--- config.mk ---
export PLATFORM = sky130hd
export DESIGN_NAME = button_debouncer
export DESIGN_NICKNAME = d
export VERILOG_FILES = /design/src/rtl/debounce_pkg.sv /design/src/rtl/debounce_channel.sv /design/src/rtl/button_debouncer.sv
export SDC_FILE = /design/constraint.sdc
export NUM_CORES = 1
export LEC_CHECK = 0
export CORE_MARGIN = 3
export CORE_UTILIZATION = 60
export DETAILED_ROUTE_END_ITERATION = 10
export PLACE_DENSITY = 0.78
export SYNTH_ARGS = -nofsm -noshare
export SYNTH_HDL_FRONTEND = slang
export SYNTH_HIERARCHICAL = 1
export SYNTH_SLANG_ARGS = --single-unit
--- constraint.sdc ---
create_clock -name clk -period 5.56 [get_ports clk]
set_input_delay 1.112 -clock clk [delete_from_list [all_inputs] [get_ports clk]]
set_output_delay 1.112 -clock clk [all_outputs]
set_load 0.01 [all_outputs]
--- src/rtl/debounce_pkg.sv ---
// Shared types and sizing helpers for the push-button debouncer.
package debounce_pkg;

    typedef enum logic [1:0] {
        S_LOW  = 2'd0,
        S_RISE = 2'd1,
        S_HIGH = 2'd2,
        S_FALL = 2'd3
    } deb_state_t;

    // Counter only ever reaches cycles-1, but sizing for cycles keeps the compare constant in range.
    function automatic int cnt_width(input int cycles);
        return $clog2(cycles + 1);
    endfunction

endpackage

--- src/rtl/debounce_channel.sv ---
// One channel: synchroniser chain followed by a stable-run qualifier FSM.
module debounce_channel
    import debounce_pkg::*;
#(
    parameter int SYNC_STAGES     = 2,
    parameter int DEBOUNCE_CYCLES = 1_000_000
) (
    input  logic clk,
    input  logic reset,
    input  logic in_raw,
    output logic out_level,
    output logic busy
);

    localparam int              CW       = cnt_width(DEBOUNCE_CYCLES);
    localparam logic [CW-1:0]   CNT_LAST = CW'(DEBOUNCE_CYCLES - 1);

    logic [SYNC_STAGES-1:0] sync_q, sync_d;
    deb_state_t             state_q, state_d;
    logic [CW-1:0]          cnt_q, cnt_d;
    logic                   out_q, out_d;
    logic                   busy_q, busy_d;
    logic                   sync;

    always_comb begin
        sync_d = {sync_q[SYNC_STAGES-2:0], in_raw};
        sync   = sync_q[SYNC_STAGES-1];
    end

    always_comb begin
        state_d = state_q;
        cnt_d   = cnt_q;
        unique case (state_q)
            S_LOW: begin
                if (sync) begin
                    state_d = S_RISE;
                    cnt_d   = CW'(1);
                end
            end
            S_RISE: begin
                if (!sync) begin
                    state_d = S_LOW;
                    cnt_d   = '0;
                end else if (cnt_q == CNT_LAST) begin
                    state_d = S_HIGH;
                    cnt_d   = '0;
                end else begin
                    cnt_d = cnt_q + CW'(1);
                end
            end
            S_HIGH: begin
                if (!sync) begin
                    state_d = S_FALL;
                    cnt_d   = CW'(1);
                end
            end
            S_FALL: begin
                if (sync) begin
                    state_d = S_HIGH;
                    cnt_d   = '0;
                end else if (cnt_q == CNT_LAST) begin
                    state_d = S_LOW;
                    cnt_d   = '0;
                end else begin
                    cnt_d = cnt_q + CW'(1);
                end
            end
            default: begin
                state_d = S_LOW;
                cnt_d   = '0;
            end
        endcase
    end

    // Outputs are decoded from the next state and registered alongside it, so they track state_q exactly.
    always_comb begin
        out_d  = (state_d == S_HIGH) || (state_d == S_FALL);
        busy_d = (state_d == S_RISE) || (state_d == S_FALL);
    end

    always_ff @(posedge clk) begin
        if (!reset) begin
            sync_q  <= '0;
            state_q <= S_LOW;
            cnt_q   <= '0;
            out_q   <= 1'b0;
            busy_q  <= 1'b0;
        end else begin
            sync_q  <= sync_d;
            state_q <= state_d;
            cnt_q   <= cnt_d;
            out_q   <= out_d;
            busy_q  <= busy_d;
        end
    end

    assign out_level = out_q;
    assign busy      = busy_q;

endmodule

--- src/rtl/button_debouncer.sv ---
// Multi-channel synchroniser + debouncer; channels are fully independent.
module button_debouncer
    import debounce_pkg::*;
#(
    parameter int N_INPUTS        = 1,
    parameter int SYNC_STAGES     = 2,
    parameter int DEBOUNCE_CYCLES = 1_000_000
) (
    input  logic                clk,
    input  logic                reset,
    input  logic [N_INPUTS-1:0] in_raw,
    output logic [N_INPUTS-1:0] out_level,
    output logic [N_INPUTS-1:0] busy
);

    for (genvar i = 0; i < N_INPUTS; i++) begin : g_ch
        debounce_channel #(
            .SYNC_STAGES     (SYNC_STAGES),
            .DEBOUNCE_CYCLES (DEBOUNCE_CYCLES)
        ) u_ch (
            .clk       (clk),
            .reset     (reset),
            .in_raw    (in_raw[i]),
            .out_level (out_level[i]),
            .busy      (busy[i])
        );
    end

endmodule

### Word level (Yosys, flattened, before mapping)

Index checks and enable logic that the tools add are counted.

| cells by class | value |
|---|---|
| add/sub/neg operators | 1 |
| equality and inequality tests | 9 |
| mux-type cells | 13 |
| reductions and logical operators | 4 |

Operators by type and width:

| kind | count |
|---|---|
| $mux 20 | 5 |
| $pmux 20 s4 | 1 |
| $add 20x1->20 const B | 1 |
| $eq 20x20->1 const B | 1 |
| $mux 2 | 6 |
| $eq 2x2->1 const B | 4 |
| $pmux 2 s4 | 1 |
| $eq 2x1->1 const B | 2 |
| $logic_not 2->1 | 1 |
| $logic_or 1x1->1 | 2 |
| $ne 2x1->1 const B | 1 |
| $ne 2x2->1 const B | 1 |
| $reduce_and 2->1 | 1 |

| storage, ports and cells | value |
|---|---|
| register bits | 26 |
| bits of input ports | 3 |
| output and inout bits | 2 |
| word-level logic and storage cells | 32 |

### Longest topological paths before layout

Gate-level depths: netlist of run 1.

| depth | value |
|---|---|
| depth after elaboration | 6 |
| mapped depth | 7 |

### Worst setup path before layout of run 1

OpenSTA, ideal clock, no wires.

| timing path | value |
|---|---|
| path type | register to register |
| start point | register g_ch[0].u_ch.cnt_q[10] |
| end point | register g_ch[0].u_ch.cnt_q[13] |
| library setup time | 0.115 ns |
| arrival time | 1.670 ns |
| required time | 5.445 ns |
| setup slack | 3.776 ns |
| stages on the path, launching flop included | 7 |
| path buffers | 1 |
| period minus slack after synthesis | 1.784 ns |
| cell sequence | dfxtp_1 or4b_1 nor4_4 a21oi_2 a21oi_4 buf_6 nor2_1 |

| on the way | value |
|---|---|
| longest elaborated chain between the ends | 4 |
| elaborated cells between the ends (all ways) | 6 |

RTL lines:

| what | RTL line | source |
|---|---|---|
| from (decl) | debounce_channel.sv:20 | `logic [CW-1:0] cnt_q, cnt_d;` |
| from (signal assigned) | debounce_channel.sv:91 | `cnt_q <= cnt_d;` |
| $add 20x1->20 / $eq 20x20->1 (equally long branches) | - |  |
| $mux 20 * | debounce_channel.sv:44, debounce_channel.sv:61 |  |
| $mux 20, on equally long branches | debounce_channel.sv:58, debounce_channel.sv:41 |  |
| $pmux 20 s4 * | debounce_channel.sv:33 | `unique case (state_q)` |

Mark *: on every way between the ends. The rest lies on a longest branch, timed or not.
A chain may end at the register's enable or synchronous reset.

### Worst setup path after layout of run 1

| timing path | value |
|---|---|
| start point | register g_ch[0].u_ch.busy_q |
| end point | output port busy |

RTL lines:

| what | RTL line | source |
|---|---|---|
| from (decl) | debounce_channel.sv:22 | `logic busy_q, busy_d;` |
| from (signal assigned) | debounce_channel.sv:93 | `busy_q <= busy_d;` |
| to (decl) | button_debouncer.sv:13 | `output logic [N_INPUTS-1:0] busy` |

No word-level cell between the ends.

==> results of run 1 <==
==> report_power, final <==
group,switching (mW),internal (mW)
combinational,0.00649,0.00409
clock,0.0518,0.0269
sequential,0.00131,0.180
==> final timing paths <==
kind	startpoint	to	slack (ps)	cells past startpoint
worst max-delay path	g_ch[0].u_ch/busy$_SDFF_PN0_	busy	2990	1
worst min-delay path	g_ch[0].u_ch/sync_q[0]$_SDFF_PN0_	g_ch[0].u_ch/sync_q[1]$_SDFF_PN0_	460	1
worst max register to register	g_ch[0].u_ch/cnt_q[10]$_SDFFE_PN0P_	g_ch[0].u_ch/cnt_q[14]$_SDFFE_PN0P_	3530	5
worst min register to register	g_ch[0].u_ch/sync_q[0]$_SDFF_PN0_	g_ch[0].u_ch/sync_q[1]$_SDFF_PN0_	460	1
==> cells by family (layout without fill, tap and decap cells) <==
family / count (synthesis) / after routing / share of synthesized area (%)
mux: 1 / 1 / 0.857
fa+ha+maj: 1 / 1 / 1.07
simple gates: 68 / 68 / 31.0
xor+xnor: 16 / 16 / 12.0
buf+inv: 7 / 11 / 3.00
compound gates: 13 / 13 / 9.22
flops: 25 / 25 / 42.9
==> Yosys cell counts, types with 2 or more instances <==
master	n
inv_1	3
nand2_1	11
and4_1	2
nor2b_1	3
nand4_1	3
or4b_1	2
dfxtp_1	25
nor4_1	3
clkbuf_1	2
and3_1	2
nor3_1	5
nand3_1	6
xnor2_1	13
nor2_1	23
and2_1	3
xor2_1	3
==> flip-flops by register name (all words and copies together), names as in the netlist <==
register,cells
g_ch.u_ch/out_level,1
g_ch.u_ch/sync_q,2
g_ch.u_ch/busy,1
g_ch.u_ch/cnt_q,20
g_ch.u_ch/state_q,1
==> per-stage QoR <==
stage / utilization [%] / power, mW / area [um2] / instances / worst slack (ps)
finish: 69.7 / 0.271 / 1240 / 160 / 2990
global route: 69.7 / 0.285 / 1240 / 160 / 2910
CTS: 69.7 / 0.275 / 1240 / 160 / 2990
detailed placement: 68.1 / 0.196 / 1210 / 156 / 2920
global placement: 68.1 / 0.196 / 1210 / 156 / 2990
floorplan: - / 0.193 / 1170 / 131 / 3780
==> layout by cell type, fill, tap and decap left out, types with 4 or more instances in the layout <==
cell type / instances
clkdlybuf4s50_1: 4
nand2_1: 11
nand3_1: 6
nor3_1: 5
nor2_1: 23
xnor2_1: 13
dfxtp_1: 25
==> metal layers <==
metal  GRT usage (%)  wire length [um]  vias up
li1                -                 -      460
met1            24.8              1010      423
met2            31.1              1010       21
met3            6.34                96        2
met4            6.91                17        0
met5               0                 0        -
==> layout make-up <==
class	count	area, um2
Inverter	3	11.3
Clock inverter	1	5.00
Tap cell	25	31.3
Clock buffer	3	22.5
Timing Repair Buffer	4	40.0
Multi-Input combinational cell	99	632
Fill cell	148	541
Sequential cell	25	500
==> impl_metrics.csv, run 1 <==
group,metric,value,unit
status,outcome,"finished clean",
critical_path,critPathMaxStageDelay,610,ps
placement,port_buffers,4,
cells_and_area,final_nets,140,
timing,relSlewSlack,57.8,%
routing,detail_route.iter0.violations,15,
synthesis,ys_top_cells_by_area,"dfxtp_1 43%, xnor2_1 9.8%, nor2_1 7.4%, nand2_1 3.5%, nand3_1 2.6%",
die,die_area,0.00251,mm2
routing,vias,906,
clock_network,clk_latency,320,ps
placement,gp_congestion,0.801,
die,rows,15,
synthesis,synth_edf_count,0,
clock_network,cts_resized,0,
timing,rsz0062_at_grt,"no",
synthesis,syn-num-nets,135,
clock_network,clockBufferDepth,2,
clock_network,cts_tree,"built",
die,core-area,0.00178,mm2
timing,setup_tns,0,ps
clock_network,cts_buffers,3,
timing,fmax,0.388,GHz
clock_network,cts-root-buf,"clkbuf_4",
clock_network,cts-htree-levels,1,
worst_hold_path,hold_class,"reg2reg",
power,peakVddDrop,0.000224,V
critical_path,path_max_fanout,11,
synthesis,async_flop_share,0,%
clock_network,cts_sinks,25,
synthesis,ys.flop_type,"dfxtp_1",
critical_path,end_kind,"output port",
timing,hold_viol,0,
critical_path,crit_type,"reg2out",
synthesis,synth_top_cell_by_area,"dfxtp_1",
cells_and_area,drive_gt1_share,5.93,%
cells_and_area,insertedDiodeCount,0,
timing,tightest_slew,629,ps
global_routing,grt_max_degree,16,
global_routing,grt_pass1_wl,3.71,mm
global_routing,grt_util_all_layers,19.7,%
clock_network,ctsHoldBuffers,0,
routing,drt-total-wl,2.13,mm
die,die_w,50.1,um
die,num_io_pins,5,
global_routing,overflow,0,
synthesis,postSynthAreaPerCell,8.91,um2
timing,setup_viol,0,
timing,drv_slew,0,
routing,drc,0,
routing,avgRoutedWirePerCell,13.3,um
die,chipHeight,50.1,um
synthesis,syn-instance-count,131,
synthesis,synth.cell_area,0.00117,mm2
critical_path,crit_arrival,1460,ps
cells_and_area,areaGrowthSynthToFinish,6.43,%
clock_network,clk_pin_slew,130,ps
timing,period_minus_slack,2570,ps
timing,fin_skew,9.09,ps
critical_path,critPathRequiredTime,4450,ps
critical_path,critPathBufInv,1,
synthesis,synth.top_cell.area_share,42.9,%
critical_path,critPathLaunchType,"flop",
run,drv_cap,0,
critical_path,slowest_stage,"clkdlybuf4s50_1",
power,p_leak,0.427,nW
routing,ant_nets,0,
critical_path,path_cells,"clkdlybuf4s50_1",
die,initial_utilization,65.5,%
routing,drt-pass1-iter-count,4,
timing,finalCritPeriodShare,46.3,%
synthesis,yosys_register_bits,25,
power,power_density,218,mW/mm2
routing,viasPerCell,5.66,
global_routing,antenna_found_initial,0,
global_routing,grt_pass1_vias,838,
synthesis,ys_types,38,
critical_path,crit_family,"buffers and inverters",
clock_network,postCtsSetupBuffers,0,
placement,dpl.hpwl,1.51,mm
timing,fin_hold_ws,455,ps
synthesis,yosysSeqAreaShare,42.9,%
synthesis,yosys_warnings,6,
Power figures use the tool's default switching activity.
==> inputs of run 2 (changes only) <==
--- a/config.mk
+++ b/config.mk
@@ -6,9 +6,9 @@
 export NUM_CORES = 1
 export LEC_CHECK = 0
 export CORE_MARGIN = 3
-export CORE_UTILIZATION = 60
+export CORE_UTILIZATION = 57
 export DETAILED_ROUTE_END_ITERATION = 10
-export PLACE_DENSITY = 0.78
+export PLACE_DENSITY = 0.75
 export SYNTH_ARGS = -nofsm -noshare
 export SYNTH_HDL_FRONTEND = slang
 export SYNTH_HIERARCHICAL = 1
==> constraint.sdc (replaced) <==
create_clock -name clk -period 2.5 [get_ports clk]
set_input_delay 0.5 -clock clk [delete_from_list [all_inputs] [get_ports clk]]
set_output_delay 0.5 -clock clk [all_outputs]
set_load 0.01 [all_outputs]
==> run 2 against run 1 <==
Net effect: clock skew down 6.5 ps; flip-flop and latch count unchanged; largest cell class unchanged; critical endpoint is now g_ch[0].u_ch/cnt_q[15]$_SDFFE_PN0P_; first-iteration DRC count down 20%; wire length down 1.1%; power up 120%; critical path type is now reg2reg; combinational power up 140%; highest routed layer unchanged.
==> impl_metrics.csv, run 2 (same netlist as run 1, synthesis figures left out) <==
group,metric,value,unit
status,outcome,"finished clean",
die,initial_utilization,64.1,%
critical_path,r2r_setup_slack,520,ps
critical_path,crit_type,"reg2reg",
global_routing,grt_pass1_vias,893,
placement,gp_congestion,0.838,
die,rows,15,
global_routing,overflow,0,
run,drv_cap,0,
cells_and_area,largest_register,"g_ch.u_ch/cnt_q",
clock_network,cts-htree-levels,1,
routing,top_layer_used,"met4",
timing,period_minus_slack,1980,ps
critical_path,critPathLaunch,"g_ch[0].u_ch/cnt_q[10]$_SDFFE_PN0P_",
critical_path,slowest_stage,"or4b_1",
critical_path,crit_arrival,2160,ps
placement,dpl.hpwl,1.55,mm
routing,wl_met1,1.04,mm
global_routing,grt_max_degree,16,
critical_path,path_max_fanout,15,
global_routing,grt_pass1_wl,3.86,mm
cells_and_area,final_cells,162,
power,p_leak,0.434,nW
routing,met2WireLength,978,um
timing,setup_viol,0,
cells_and_area,final_cell_mix,"25 x dfxtp_1, 23 x nor2_1, 13 x xnor2_1",
routing,viasPerCell,5.73,
critical_path,path_cells,"or4b_1, nor4_4, a21oi_2, a21oi_4, nor2_1",
critical_path,critPathLaunchType,"flop",
routing,avgRoutedWirePerCell,13.0,um
timing,tightest_slew,672,ps
clock_network,cts_resized,0,
power,power_density,476,mW/mm2
timing,setup_tns,0,ps
critical_path,reg2reg_from,"g_ch[0].u_ch/cnt_q[10]$_SDFFE_PN0P_",
routing,detail_route.iter0.violations,12,
timing,fin_hold_ws,453,ps
die,die_w,51.3,um
global_routing,grt_util_all_layers,19.2,%
critical_path,critPathBufInv,0,
clock_network,clk_pin_slew,120,ps
die,die_area,0.00263,mm2
clock_network,clockBufferDepth,2,
placement,placed_cell_area,0.00123,mm2
routing,vias,929,
critical_path,crit_family,"simple AND/OR/NAND/NOR gates",
power,peakVddDrop,0.000356,V
routing,drc,0,
timing,drv_slew,0,
routing,drt-pass1-iter-count,6,
cells_and_area,final_nets,142,
critical_path,critPathRequiredTime,2690,ps
die,num_io_pins,5,
global_routing,antenna_found_initial,0,
cells_and_area,drive_gt1_share,6.57,%
clock_network,cts_buffers,3,
cells_and_area,largest_reg_flops,20,
placement,port_buffers,4,
cells_and_area,areaGrowthSynthToFinish,7.61,%
critical_path,end_kind,"flop",
cells_and_area,insertedDiodeCount,0,
cells_and_area,layout_commonest_cell,"dfxtp_1",
timing,fmax,0.506,GHz
cells_and_area,final_area,0.00126,mm2
critical_path,critPathMaxStageDelay,560,ps
power,p_total,598,uW
die,chipHeight,51.3,um
routing,wl_met3,71,um
clock_network,ctsHoldBuffers,0,
placement,dp.cells,158,
clock_network,postCtsSetupBuffers,0,
clock_network,cts_sinks,25,
worst_hold_path,hold_class,"reg2reg",
cells_and_area,reg_top3,"g_ch.u_ch/cnt_q (20), g_ch.u_ch/sync_q (2)",
timing,finalCritPeriodShare,79.0,%
routing,ant_nets,0,
routing,drt-total-wl,2.11,mm
timing,rsz0062_at_grt,"no",
clock_network,clk_latency,300,ps
timing,relSlewSlack,54.9,%
die,core-area,0.00182,mm2
timing,fin_skew,2.63,ps
clock_network,cts-root-buf,"clkbuf_4",
clock_network,cts_tree,"built",
worst_hold_path,hold_start,"g_ch[0].u_ch/sync_q[0]$_SDFF_PN0_",
timing,hold_viol,0,
==> run 2: cell types whose count changed in the layout (fill, tap and decap cells not counted), sizes merged <==
cell,delta
buf,+2
clkbuf,+1
clkinv,-1
==> run 2: final cells by class <==
cell class,instances,area [um2]
multi-input combinational,99,632
sequential,25,500
inverter,3,11.3
timing repair buffer,6,55.1
clock buffer,4,26.3
tap,25,31.3
fill,153,564
==> run 2: worst paths after layout <==
kind,cells past startpoint,endpoint
min reg2reg,1,g_ch[0].u_ch/sync_q[1]$_SDFF_PN0_
max,5,g_ch[0].u_ch/cnt_q[15]$_SDFFE_PN0P_
min,1,g_ch[0].u_ch/sync_q[1]$_SDFF_PN0_
max reg2reg,5,g_ch[0].u_ch/cnt_q[15]$_SDFFE_PN0P_
==> run 2: report_power, final <==
group	internal [mW]	total (mW)	switching, mW
Sequential	0.401	0.404	0.00288
Combinational	0.0109	0.0256	0.0147
Clock	0.0622	0.168	0.106
Total	0.474	0.598	0.123
==> run 2: worst reg2reg max path: cells and delay by family (launching register included) <==
family | cells | cell delay [ps]
AOI/OAI and AO/OA | 2 | 480
DFF | 1 | 380
and+or+nand+nor | 3 | 1000
==> run 2: per-stage QoR <==
stage,worst slack [ps],utilization [%]
after detailed placement,531,67.6
after global placement,591,67.6
after CTS,511,69.0
after floorplan,716,-
final,525,69.0
after global routing,376,69.0
==> run 2: routing by layer <==
layer	vias to the layer above	track usage (%)
li1	466	-
met3	2	4.08
met4	0	9.61
met5	-	0
met1	440	23.0
met2	21	32.2
==> inputs of run 3 (changes only) <==
--- a/config.mk
+++ b/config.mk
@@ -6,9 +6,9 @@
 export NUM_CORES = 1
 export LEC_CHECK = 0
 export CORE_MARGIN = 3
-export CORE_UTILIZATION = 57
+export CORE_UTILIZATION = 52
 export DETAILED_ROUTE_END_ITERATION = 10
-export PLACE_DENSITY = 0.75
+export PLACE_DENSITY = 0.72
 export SYNTH_ARGS = -nofsm -noshare
 export SYNTH_HDL_FRONTEND = slang
 export SYNTH_HIERARCHICAL = 1
==> constraint.sdc (replaced) <==
create_clock -name clk -period 1.6 [get_ports clk]
set_input_delay 0.32 -clock clk [delete_from_list [all_inputs] [get_ports clk]]
set_output_delay 0.32 -clock clk [all_outputs]
set_load 0.01 [all_outputs]
==> run 3 against run 2 <==
Net effect: the flow now finishes with violations (negative setup slack); maximum frequency is 12% higher; register-to-register slack worse by 700 ps; critical endpoint is now g_ch[0].u_ch/cnt_q[11]$_SDFFE_PN0P_; final cell count is 13% higher; sequential share of layout area is 4.7 points lower; highest routed layer unchanged; clock skew is 5.7 ps higher; largest power group unchanged; flip-flop and latch count stayed put.
==> impl_metrics.csv, run 3 (same netlist as run 1, synthesis figures left out) <==
group,metric,value,unit
routing,ant_nets,0,
clock_network,cts_tree,"built",
critical_path,slowest_stage,"or4b_4",
clock_network,clk_latency,320,ps
routing,drt-total-wl,2.32,mm
timing,rsz0062_at_grt,"yes",
run,drv_cap,0,
status,outcome,"complete, but fails checks",
routing,detail_route.iter0.violations,29,
cells_and_area,insertedDiodeCount,0,
critical_path,path_max_fanout,15,
critical_path,critPathLaunchType,"flop",
timing,fin_skew,8.31,ps
clock_network,clockBufferDepth,2,
timing,setup_viol,21,
critical_path,end_kind,"flop",
timing,hold_viol,0,
timing,finalCritPeriodShare,111,%
global_routing,overflow,0,
power,peakVddDrop,0.000556,V
worst_hold_path,hold_class,"reg2reg",
die,core-area,0.00204,mm2
clock_network,ctsHoldBuffers,0,
critical_path,path_cells,"or4b_4, nor4_4, a21oi_2, a21oi_4, buf_12, nor2_1",
clock_network,clk_pin_slew,140,ps
placement,dp.cells,177,
timing,fmax,0.565,GHz
placement,gp_congestion,0.805,
clock_network,cts-root-buf,"clkbuf_4",
critical_path,crit_type,"reg2reg",
die,chipHeight,53.4,um
global_routing,grt_pass1_wl,3.94,mm
timing,worst_slack,-171,ps
global_routing,grt_util_all_layers,19.6,%
timing,period_minus_slack,1770,ps
global_routing,grt_max_degree,16,
critical_path,crit_arrival,2000,ps
clock_network,cts_buffers,3,
die,rows,16,
routing,viasPerCell,5.47,
cells_and_area,drive_gt1_share,23.7,%
die,initial_utilization,57.2,%
die,num_io_pins,5,
routing,drt-pass1-iter-count,4,
placement,port_buffers,4,
critical_path,critPathRequiredTime,1830,ps
placement,dpl.hpwl,1.66,mm
status,failed_checks,"negative setup slack",
power,power_density,673,mW/mm2
placement,pre_cts_slack,-164,ps
routing,drc,0,
timing,drv_slew,0,
cells_and_area,final_nets,161,
global_routing,antenna_found_initial,0,
routing,vias,1001,
clock_network,cts-htree-levels,1,
cells_and_area,reg_top3,"g_ch.u_ch/cnt_q (20), g_ch.u_ch/sync_q (2)",
clock_network,cts_sinks,25,
global_routing,grt_pass1_vias,892,
cells_and_area,layout_commonest_cell,"nor2_1",
timing,tightest_slew,587,ps
cells_and_area,final_cell_mix,"23 x nor2_1, 21 x dfxtp_1, 20 x buf_4",
routing,avgRoutedWirePerCell,12.7,um
cells_and_area,areaGrowthSynthToFinish,23.7,%
cells_and_area,largest_register,"g_ch.u_ch/cnt_q",
die,die_w,53.4,um
timing,relSlewSlack,60.7,%
critical_path,critPathMaxStageDelay,540,ps
power,p_leak,0.543,nW
die,die_area,0.00285,mm2
cells_and_area,postLayoutCoreUtil,70.7,%
cells_and_area,final_cells,183,
cells_and_area,largest_reg_flops,20,
-- run 3: final timing paths --
kind	from	end	slack [ps]	cells past startpoint
worst max-delay path	g_ch[0].u_ch/cnt_q[13]$_SDFFE_PN0P_	g_ch[0].u_ch/cnt_q[11]$_SDFFE_PN0P_	-170	6
worst max register to register	g_ch[0].u_ch/cnt_q[13]$_SDFFE_PN0P_	g_ch[0].u_ch/cnt_q[11]$_SDFFE_PN0P_	-170	6
worst min-delay path	g_ch[0].u_ch/sync_q[0]$_SDFF_PN0_	g_ch[0].u_ch/sync_q[1]$_SDFF_PN0_	460	1
worst min register to register	g_ch[0].u_ch/sync_q[0]$_SDFF_PN0_	g_ch[0].u_ch/sync_q[1]$_SDFF_PN0_	460	1
-- run 3: per-stage QoR --
stage	power (mW)	cell area [um2]	TNS, ps	hold slack [ps]
finish	0.972	1440	-2820	460
global route	1.02	1440	-4380	502
CTS	0.987	1430	-2930	465
detailed placement	0.697	1380	-2280	424
global placement	0.696	1380	-1910	422
floorplan	0.673	1170	-1140	412
-- run 3: area by class of cell --
cell class | instances | area, um2
Fill cell | 173 | 598
Timing Repair Buffer | 25 | 209
Sequential cell | 25 | 508
Inverter | 3 | 11.3
Multi-Input combinational cell | 99 | 652
Clock inverter | 1 | 7.51
Tap cell | 27 | 33.8
Clock buffer | 3 | 22.5
-- run 3: layer usage --
layer | track usage (%) | share of wire [%] | routed length [um] | vias up
met3 | 3.66 | 3.4 | 80 | 6
li1 | - | - | - | 502
met4 | 13.2 | 2.2 | 52 | 0
met1 | 24.5 | 46 | 1060 | 470
met2 | 30.0 | 49 | 1130 | 23
met5 | 0 | 0 | 0 | -
-- run 3: critical path: cells and delay by family (launching register included) --
family	cells	cell delay, ps
AND/OR/NAND/NOR	3	900
flip-flops	1	340
AO/OA/AOI/OAI	2	280
buffers and inverters	1	150
-- run 3: repair_timing --
action,in CTS,in global routing
setup buffers,0,2
pin swaps,5,1
setup endpoints to repair,23,22
gates resized for setup,6,2
endpoints found under the hold margin,0,0
-- run 3: where the power goes --
group	internal (mW)	switching, mW	total (mW)
Clock	0.0956	0.189	0.284
Combinational	0.0299	0.0266	0.0565
Sequential	0.626	0.00523	0.631
